<file path="config.mk">
export PLATFORM = sky130hd
export DESIGN_NAME = alu_issue_stage
export DESIGN_NICKNAME = d
export VERILOG_FILES = /design/src/rtl/alu_pkg.sv /design/src/rtl/regfile_8x8.sv /design/src/rtl/alu_issue_stage.sv
export SDC_FILE = /design/constraint.sdc
export NUM_CORES = 1
export LEC_CHECK = 0
export BUFFER_PORTS_ARGS = -buffer_cell sky130_fd_sc_hd__buf_2
export CORE_MARGIN = 2
export CORE_UTILIZATION = 50
export DETAILED_ROUTE_END_ITERATION = 10
export GPL_TIMING_DRIVEN = 0
export PLACE_DENSITY = 0.79
export SYNTH_ARGS = -nofsm -noshare
export SYNTH_HDL_FRONTEND = slang
export SYNTH_SLANG_ARGS = --single-unit
</file>
<file path="constraint.sdc">
create_clock -name clk -period 3.06 [get_ports clk]
set_clock_uncertainty 0.15 [all_clocks]
set_input_delay 0.459 -clock clk [delete_from_list [all_inputs] [get_ports clk]]
set_output_delay 0.459 -clock clk [all_outputs]
set_load 0.005 [all_outputs]
</file>
<file path="src/rtl/alu_pkg.sv">
// Shared definitions for the ALU issue stage: instruction field layout,
// ALU op encodings, the decoded instruction record and small helpers.
package alu_pkg;

  localparam int DATA_W   = 8;
  localparam int REG_AW   = 3;
  localparam int NUM_REGS = 8;
  localparam int OP_W     = 4;
  localparam int INSTR_W  = 14;

  // Instruction word layout: [13:10] op, [9] wc, [8:6] rd, [5:3] rs1, [2:0] rs2
  localparam int OP_LSB  = 10;
  localparam int WC_BIT  = 9;
  localparam int RD_LSB  = 6;
  localparam int RS1_LSB = 3;
  localparam int RS2_LSB = 0;

  typedef enum logic [OP_W-1:0] {
    OP_AND   = 4'h0,
    OP_OR    = 4'h1,
    OP_ADD   = 4'h2,
    OP_SLTR  = 4'h3,  // reserved slot
    OP_ANDN  = 4'h4,
    OP_ORN   = 4'h5,
    OP_SUB   = 4'h6,
    OP_SLT   = 4'h7,
    OP_NANDA = 4'h8,
    OP_NORA  = 4'h9,
    OP_RSUB  = 4'hA,
    OP_SGT   = 4'hB,
    OP_NOR   = 4'hC,
    OP_NAND  = 4'hD,
    OP_NADD2 = 4'hE,
    OP_RSV15 = 4'hF   // reserved slot
  } alu_op_e;

  typedef struct packed {
    alu_op_e           op;
    logic              wc;
    logic [REG_AW-1:0] rd;
    logic [REG_AW-1:0] rs1;
    logic [REG_AW-1:0] rs2;
  } instr_t;

  // Split a raw instruction word into its fields.
  function automatic instr_t decode(input logic [INSTR_W-1:0] raw);
    instr_t d;
    d.op  = alu_op_e'(raw[OP_LSB +: OP_W]);
    d.wc  = raw[WC_BIT];
    d.rd  = raw[RD_LSB +: REG_AW];
    d.rs1 = raw[RS1_LSB +: REG_AW];
    d.rs2 = raw[RS2_LSB +: REG_AW];
    return d;
  endfunction

  // Build a raw instruction word from its fields.
  function automatic logic [INSTR_W-1:0] encode(input alu_op_e op, input logic wc,
                                                input logic [REG_AW-1:0] rd,
                                                input logic [REG_AW-1:0] rs1,
                                                input logic [REG_AW-1:0] rs2);
    logic [INSTR_W-1:0] w;
    w = '0;
    w[OP_LSB +: OP_W]    = op;
    w[WC_BIT]            = wc;
    w[RD_LSB +: REG_AW]  = rd;
    w[RS1_LSB +: REG_AW] = rs1;
    w[RS2_LSB +: REG_AW] = rs2;
    return w;
  endfunction

  // Reserved ops travel down the pipe but never commit anything.
  function automatic logic is_reserved(input alu_op_e op);
    return (op == OP_SLTR) || (op == OP_RSV15);
  endfunction

endpackage

</file>
<file path="src/rtl/regfile_8x8.sv">
// 8 x 8-bit register file: two operand read ports, one write port and a
// debug read port. r0 is hard-wired to zero; writes to it are dropped.
module regfile_8x8
  import alu_pkg::*;
(
  input  logic              clk,
  input  logic              rst,
  input  logic              we,
  input  logic [REG_AW-1:0] waddr,
  input  logic [DATA_W-1:0] wdata,
  input  logic [REG_AW-1:0] raddr_a,
  output logic [DATA_W-1:0] rdata_a,
  input  logic [REG_AW-1:0] raddr_b,
  output logic [DATA_W-1:0] rdata_b,
  input  logic [REG_AW-1:0] dbg_addr,
  output logic [DATA_W-1:0] dbg_data
);

  logic [DATA_W-1:0] mem [NUM_REGS];

  // Register storage with async clear; r0 is never written.
  always_ff @(posedge clk or posedge rst) begin
    if (rst) begin
      for (int i = 0; i < NUM_REGS; i++) begin
        mem[i] <= '0;
      end
    end else if (we && (waddr != '0)) begin
      mem[waddr] <= wdata;
    end
  end

  // Reads see the array as of the last edge; r0 forced to zero explicitly.
  assign rdata_a  = (raddr_a  == '0) ? '0 : mem[raddr_a];
  assign rdata_b  = (raddr_b  == '0) ? '0 : mem[raddr_b];
  assign dbg_data = (dbg_addr == '0) ? '0 : mem[dbg_addr];

endmodule

</file>
<file path="src/rtl/alu_issue_stage.sv">
// Issue stage in front of an external 8-bit ALU. Holds the architectural
// register file and flags, registers one instruction's operands toward the
// ALU and commits the ALU result on the following edge. Results and carry
// being committed on an edge are forwarded to the instruction accepted on
// that same edge, so dependent instructions issue back-to-back.
module alu_issue_stage
  import alu_pkg::*;
(
  input  logic               clk,
  input  logic               rst,
  input  logic               in_valid,
  output logic               in_ready,
  input  logic [INSTR_W-1:0] in_instr,
  input  logic               stall,
  output logic [OP_W-1:0]    alu_cont,
  output logic [DATA_W-1:0]  alu_a,
  output logic [DATA_W-1:0]  alu_b,
  output logic               alu_cin,
  input  logic [DATA_W-1:0]  alu_x,
  input  logic               alu_zero,
  input  logic               alu_cout,
  output logic               flag_c,
  output logic               flag_z,
  output logic               wb_valid,
  output logic [REG_AW-1:0]  wb_rd,
  output logic [DATA_W-1:0]  wb_data,
  input  logic [REG_AW-1:0]  dbg_addr,
  output logic [DATA_W-1:0]  dbg_data
);

  instr_t            dec;
  logic              iss_valid;
  logic              iss_rsv;
  logic [REG_AW-1:0] iss_rd;
  logic              wb_fire;
  logic [DATA_W-1:0] rf_a;
  logic [DATA_W-1:0] rf_b;
  logic              fwd_a;
  logic              fwd_b;
  logic [DATA_W-1:0] opnd_a;
  logic [DATA_W-1:0] opnd_b;
  logic              cin_next;

  assign dec      = decode(in_instr);
  assign in_ready = ~stall;

  // A commit happens on any unstalled edge while a non-reserved op sits in the slot.
  assign wb_fire = iss_valid & ~iss_rsv & ~stall;

  regfile_8x8 u_rf (
    .clk      (clk),
    .rst      (rst),
    .we       (wb_fire),
    .waddr    (iss_rd),
    .wdata    (alu_x),
    .raddr_a  (dec.rs1),
    .rdata_a  (rf_a),
    .raddr_b  (dec.rs2),
    .rdata_b  (rf_b),
    .dbg_addr (dbg_addr),
    .dbg_data (dbg_data)
  );

  // The register file only updates at the edge, so a source matching the
  // destination being committed right now must take the live ALU result.
  assign fwd_a  = wb_fire && (dec.rs1 != '0) && (dec.rs1 == iss_rd);
  assign fwd_b  = wb_fire && (dec.rs2 != '0) && (dec.rs2 == iss_rd);
  assign opnd_a = fwd_a ? alu_x : rf_a;
  assign opnd_b = fwd_b ? alu_x : rf_b;

  // Same reasoning for carry: the flag committed on this edge is alu_cout.
  assign cin_next = dec.wc & (wb_fire ? alu_cout : flag_c);

  // Issue register: reloads on every unstalled edge, empty slot drives zeros.
  always_ff @(posedge clk or posedge rst) begin
    if (rst) begin
      iss_valid <= 1'b0;
      iss_rsv   <= 1'b0;
      iss_rd    <= '0;
      alu_cont  <= '0;
      alu_a     <= '0;
      alu_b     <= '0;
      alu_cin   <= 1'b0;
    end else if (!stall) begin
      iss_valid <= in_valid;
      if (in_valid) begin
        iss_rsv  <= is_reserved(dec.op);
        iss_rd   <= dec.rd;
        alu_cont <= dec.op;
        alu_a    <= opnd_a;
        alu_b    <= opnd_b;
        alu_cin  <= cin_next;
      end else begin
        iss_rsv  <= 1'b0;
        iss_rd   <= '0;
        alu_cont <= '0;
        alu_a    <= '0;
        alu_b    <= '0;
        alu_cin  <= 1'b0;
      end
    end
  end

  // Architectural flags follow the ALU on each commit.
  always_ff @(posedge clk or posedge rst) begin
    if (rst) begin
      flag_c <= 1'b0;
      flag_z <= 1'b0;
    end else if (wb_fire) begin
      flag_c <= alu_cout;
      flag_z <= alu_zero;
    end
  end

  // Writeback report: one-cycle pulse, destination and value held until the next commit.
  always_ff @(posedge clk or posedge rst) begin
    if (rst) begin
      wb_valid <= 1'b0;
      wb_rd    <= '0;
      wb_data  <= '0;
    end else begin
      wb_valid <= wb_fire;
      if (wb_fire) begin
        wb_rd   <= iss_rd;
        wb_data <= alu_x;
      end
    end
  end

endmodule

</file>
Word level (Yosys, flattened, before mapping)
Index checks and enable logic that the tools add are counted.
{"block": "word_totals", "elab_cells": 75, "in_bits": 31, "output_inout_bits": 44, "reg_bits": 104}
{"block": "op_classes", "order_cmp": 5, "n_reduce_logical": 13, "n_mux": 24, "bitwise_logic": 9, "eq_ne": 4}
{"operator": "$mux 8", "n": 14}
{"operator": "$bmux 8 s3", "n": 3}
{"operator": "$bwmux 64", "n": 1}
{"operator": "$demux 8 s3", "n": 1}
{"operator": "$ge 4x4->1 const B", "n": 4}
{"operator": "$not 3->4", "n": 4}
{"operator": "$logic_not 3->1", "n": 3}
{"operator": "$reduce_bool 3->1", "n": 3}
{"operator": "$eq 3x3->1", "n": 2}
{"operator": "$logic_and 1x1->1", "n": 6}
{"operator": "$eq 4x2->1 const B", "n": 1}
{"operator": "$eq 4x4->1 const B", "n": 1}
{"operator": "$lt 4x1->1 const B", "n": 1}
{"operator": "$mux 4", "n": 1}
{"operator": "$and 1x1->1", "n": 3}
{"operator": "$mux 1", "n": 3}
{"operator": "$mux 3", "n": 1}
{"operator": "$not 1->1", "n": 2}
{"operator": "$logic_or 1x1->1", "n": 1}

Depth between registers and ports, before layout
{"block": "depth", "ltp_word": 7, "mapped_depth": 6, "mapped_depth_nobuf": 4}

Cells and area by module
From an unflattened synthesis, not the netlist that was laid out.
{"block": "hier_totals", "hier_cells": 438, "area_unflattened_um2": 5556.6}
{"module": "regfile_8x8", "area_per_inst_um2": 3687.3, "seq_area_each_um2": 1401.3, "instances": 1, "cells_each": 284}
{"module": "alu_issue_stage", "area_per_inst_um2": 1869.3, "seq_area_each_um2": 1001.0, "instances": 1, "cells_each": 154}

Worst setup path after synthesis
No wires, ideal clock.
{"block": "synth_path", "path_kind": "input to output", "start": "input port dbg_addr[0]", "end": "output port dbg_data[7]", "path_stages": 5, "arrival_ns": 1.584, "path_slack_ns": 0.867, "n_path_buf": 2, "required_time_ns": 2.451, "path_cell_list": "buf_2 buf_2 mux4_2 nand2_1 o21ai_0"}
{"block": "synth_between", "elab_chain_cells": 5, "elab_cells_between_ends": 6, "classes_between": "mux (4); bitwise (1); reduce/logical (1)"}
{"element": "start: declaration", "line_no": "alu_issue_stage.sv:27", "rtl": "input logic [REG_AW-1:0] dbg_addr,"}
{"element": "$not 3->4 (not written as such)", "line_no": "regfile_8x8.sv:35", "rtl": "assign dbg_data = (dbg_addr == '0) ? '0 : mem[dbg_addr];"}
{"element": "$bmux 8 s3", "line_no": "regfile_8x8.sv:35"}
{"element": "$mux 8 (not written as such) (2 in series)", "line_no": "regfile_8x8.sv:35"}
{"element": "$mux 8 (*)", "line_no": "regfile_8x8.sv:35"}
{"element": "end: declaration", "line_no": "alu_issue_stage.sv:28", "rtl": "output logic [DATA_W-1:0] dbg_data"}
Mark *: on every way between the ends. The rest lies on a longest branch, timed or not. The select of a mux whose other input is x is not followed.

Worst setup path in the final report
{"block": "layout_path", "start": "input port dbg_addr[1]", "end": "output port dbg_data[6]"}
Same word-level chain as after synthesis.

==> results.yml <==
timing:
  rsz0062_at_grt: "no"
  setup_violations: 0
  period_minus_slack_ps: 2760
  period_share: 0.901
  tightest_slew_ps: 770
  maxSlewViolCount: 0
  hold_viol_final: 0
  finalSetupTns_ps: 0
  fmax_mhz: 363
  relSlewSlack: 0.486
  layout_setup_ws_ps: 302
die:
  die_h_um: 106
  io_pins: 75
  initial_utilization: 0.508
  row_count: 37
  core_um2: 10200
  fp.dieW_um: 106
  die-area_um2: 11200
pwr:
  ir_drop_mv: 0.378
  p_sw_frac: 0.293
  powerDensity_nw_per_um2: 606
  p_int_mw: 2.56
  clockPowerShare: 0.269
  combPwrFrac: 0.248
  seq_power_share: 0.483
  total_power_mw: 3.61
  leakagePower_nw: 2.76
  p_switching_mw: 1.06
synth:
  synth_edf_count: 0
  syn_inst: 426
  ys_async_sr_fraction: 1.00
  synth_top_area_share: 0.465
  yosysTopAreaCell: "dfrtp_1"
  ys.flop_type: "dfrtp_1"
  ys_seq_area_frac: 0.465
  synth_seq_cells: 96
  syn_avg_cell_area_um2: 12.1
  synthTopCellsByArea: "dfrtp_1 46%, mux2_2 17%, mux4_2 8.3%, o21ai_0 3.5%, a221o_1 3.1%"
  syn_area_um2: 5170
  synth_cell_types: 45
  synth_nets: 457
  yosysWarnings: 0
critical_path:
  cp-start-kind: "input port"
  worst-endpoint-required_ps: 2450
  crit_path_top_delay_cell: "buf_1"
  critical_path.max_stage_delay_ps: 550
  crit_family: "buffers and inverters"
  path_cells: "clkbuf_1 > buf_1 > mux4_2 > inv_1 > a21oi_1 > buf_2"
  worstPathArrival_ps: 2150
  cp_max_fo: 10
  crit_type: "in -> out"
  crit_buf_inv: 4
  cp-end-kind: "output pin"
routing:
  vias_per_cell: 6.08
  ant_nets: 0
  drt_pass1_iterations: 5
  dr.first_iter.drc_count: 283
  drt_wl_total_um: 13300
  vias: 3945
  wl_per_cell_um: 20.5
  post-route-drc-count: 0
cells_and_area:
  multi_input_area_um2: 2540
  syn2layout_area_growth_pct: 15.3
  diodes: 0
  fill_cells: 864
  layout_common_cells: "96 x dfrtp_1, 83 x buf_2, 76 x mux2_2"
  seq_area_um2: 2400
  drive_above_1_share: 0.404
  final_nets: 539
  final_common_cell: "dfrtp_1"
  post-route-cell-area_um2: 5960
grt:
  grt_max_degree: 44
  grt-ovfl-total: 0
  antenna_found_initial: 0
  grtUsageTotal: 0.251
  first_global_vias: 3985
  grt_first_pass_wirelength_um: 21300
clock_network:
  clockRootBuffer: "clkbuf_8"
  cts_buffer_depth: 2
  worst_skew_pair.late_latency_ps: 380
  hold_buffers: 0
  cts.clk_slew.worst_paths_ps: 90
  cts_made_buffers: 9
  cts_sinks: 96
  cts_resized: 0
  cts_tree: "built"
  cts_setup_buffers: 0
  cts.htree.levels: 3
placed_design:
  postPlaceCellArea_um2: 5730
  dp.final_hpwl_um: 10200
  globalplace.congestion: 0.915
  pre_cts_ws_ps: 381
  io_buffers: 69
job:
  maxCapViolations: 0
outcome:
  status: "finished clean"
min_path:
  hold_class: "in -> async"
## power groups by stage
| stage | registers [mW] | clock network (mW) | logic (mW) |
|---|---|---|---|
| floorplan | 1.70 | 0 | 0.628 |
| global placement | 1.74 | 0 | 0.852 |
| CTS | 1.74 | 0.975 | 0.900 |
| finish | 1.75 | 0.971 | 0.898 |
| detailed placement | 1.76 | 0 | 0.893 |
| global route | 1.78 | 1.03 | 0.978 |
## final cells by class
cell class              instances  area share
flip-flops and latches         96       0.403
multi-input cells             279       0.426
repair buffers                 71      0.0646
well taps                     136      0.0285
inverters                      19      0.0126
clock inverters                 2      0.0101
clock buffers                  14      0.0290
plain buffers                  32      0.0264
## Yosys cell counts (all sizes together) (5+ instances only)
cell / instances
mux2: 76
inv: 19
o21ai: 36
o22a: 5
a221oi: 7
a22o: 6
dfrtp: 96
o221ai: 8
and2: 8
nor2b: 6
clkbuf: 13
nand2: 37
mux4: 19
buf: 19
a221o: 16
mux2i: 10
a22oi: 9
a21oi: 7
## through the flow
step / util / hold WS (ps) / instances
finish: 0.585 / 9.36 / 649
global route: 0.585 / 46.0 / 649
CTS: 0.585 / 21.0 / 649
detailed placement: 0.563 / 327 / 633
global placement: 0.559 / 313 / 631
floorplan: - / 307 / 426
## cells by family (layout without fill, tap and decap cells)
| family | Yosys count | count (layout) | share of synthesized area |
|---|---|---|---|
| muxes | 105 | 105 | 0.268 |
| AOI/OAI and AO/OA | 101 | 101 | 0.146 |
| DFF | 96 | 96 | 0.465 |
| and+or+nand+nor | 67 | 67 | 0.0670 |
| buffers and inverters | 51 | 138 | 0.0443 |
| xor gates and xnor gates | 6 | 6 | 0.0102 |
## flip-flops by register name, indices dropped and copies added (netlist names)
register / flops
flag_z: 1
iss_rsv: 1
iss_rd: 3
u_rf.mem: 56
flag_c: 1
alu_cin: 1
wb_data: 8
wb_rd: 3
wb_valid: 1
alu_cont: 4
alu_a: 8
alu_b: 8
iss_valid: 1
## final timing paths
check	start	slack [ps]	cells after the start	to
worst min-delay path	rst	9	2	iss_rd[0]$_DFFE_PP0N_
worst min register to register	alu_cont[0]$_DFFE_PP0N_	340	2	alu_cont[0]$_DFFE_PP0N_
min in group clk	in_instr[6]	150	2	iss_rd[0]$_DFFE_PP0N_
max in group asynchronous	rst	2120	3	u_rf.mem[3]$_DFFE_PP0P_
worst max-delay path	dbg_addr[1]	300	6	dbg_data[6]
worst max register to register	iss_rd[0]$_DFFE_PP0N_	880	4	u_rf.mem[13]$_DFFE_PP0P_
## layer usage
metal	vias up	wire [um]	global-route usage
met5	-	0	0
met2	168	6490	0.395
met4	0	297	0.0921
met1	1988	5640	0.345
li1	1762	-	-
met3	27	878	0.0532
Power figures use the tool's default switching activity.
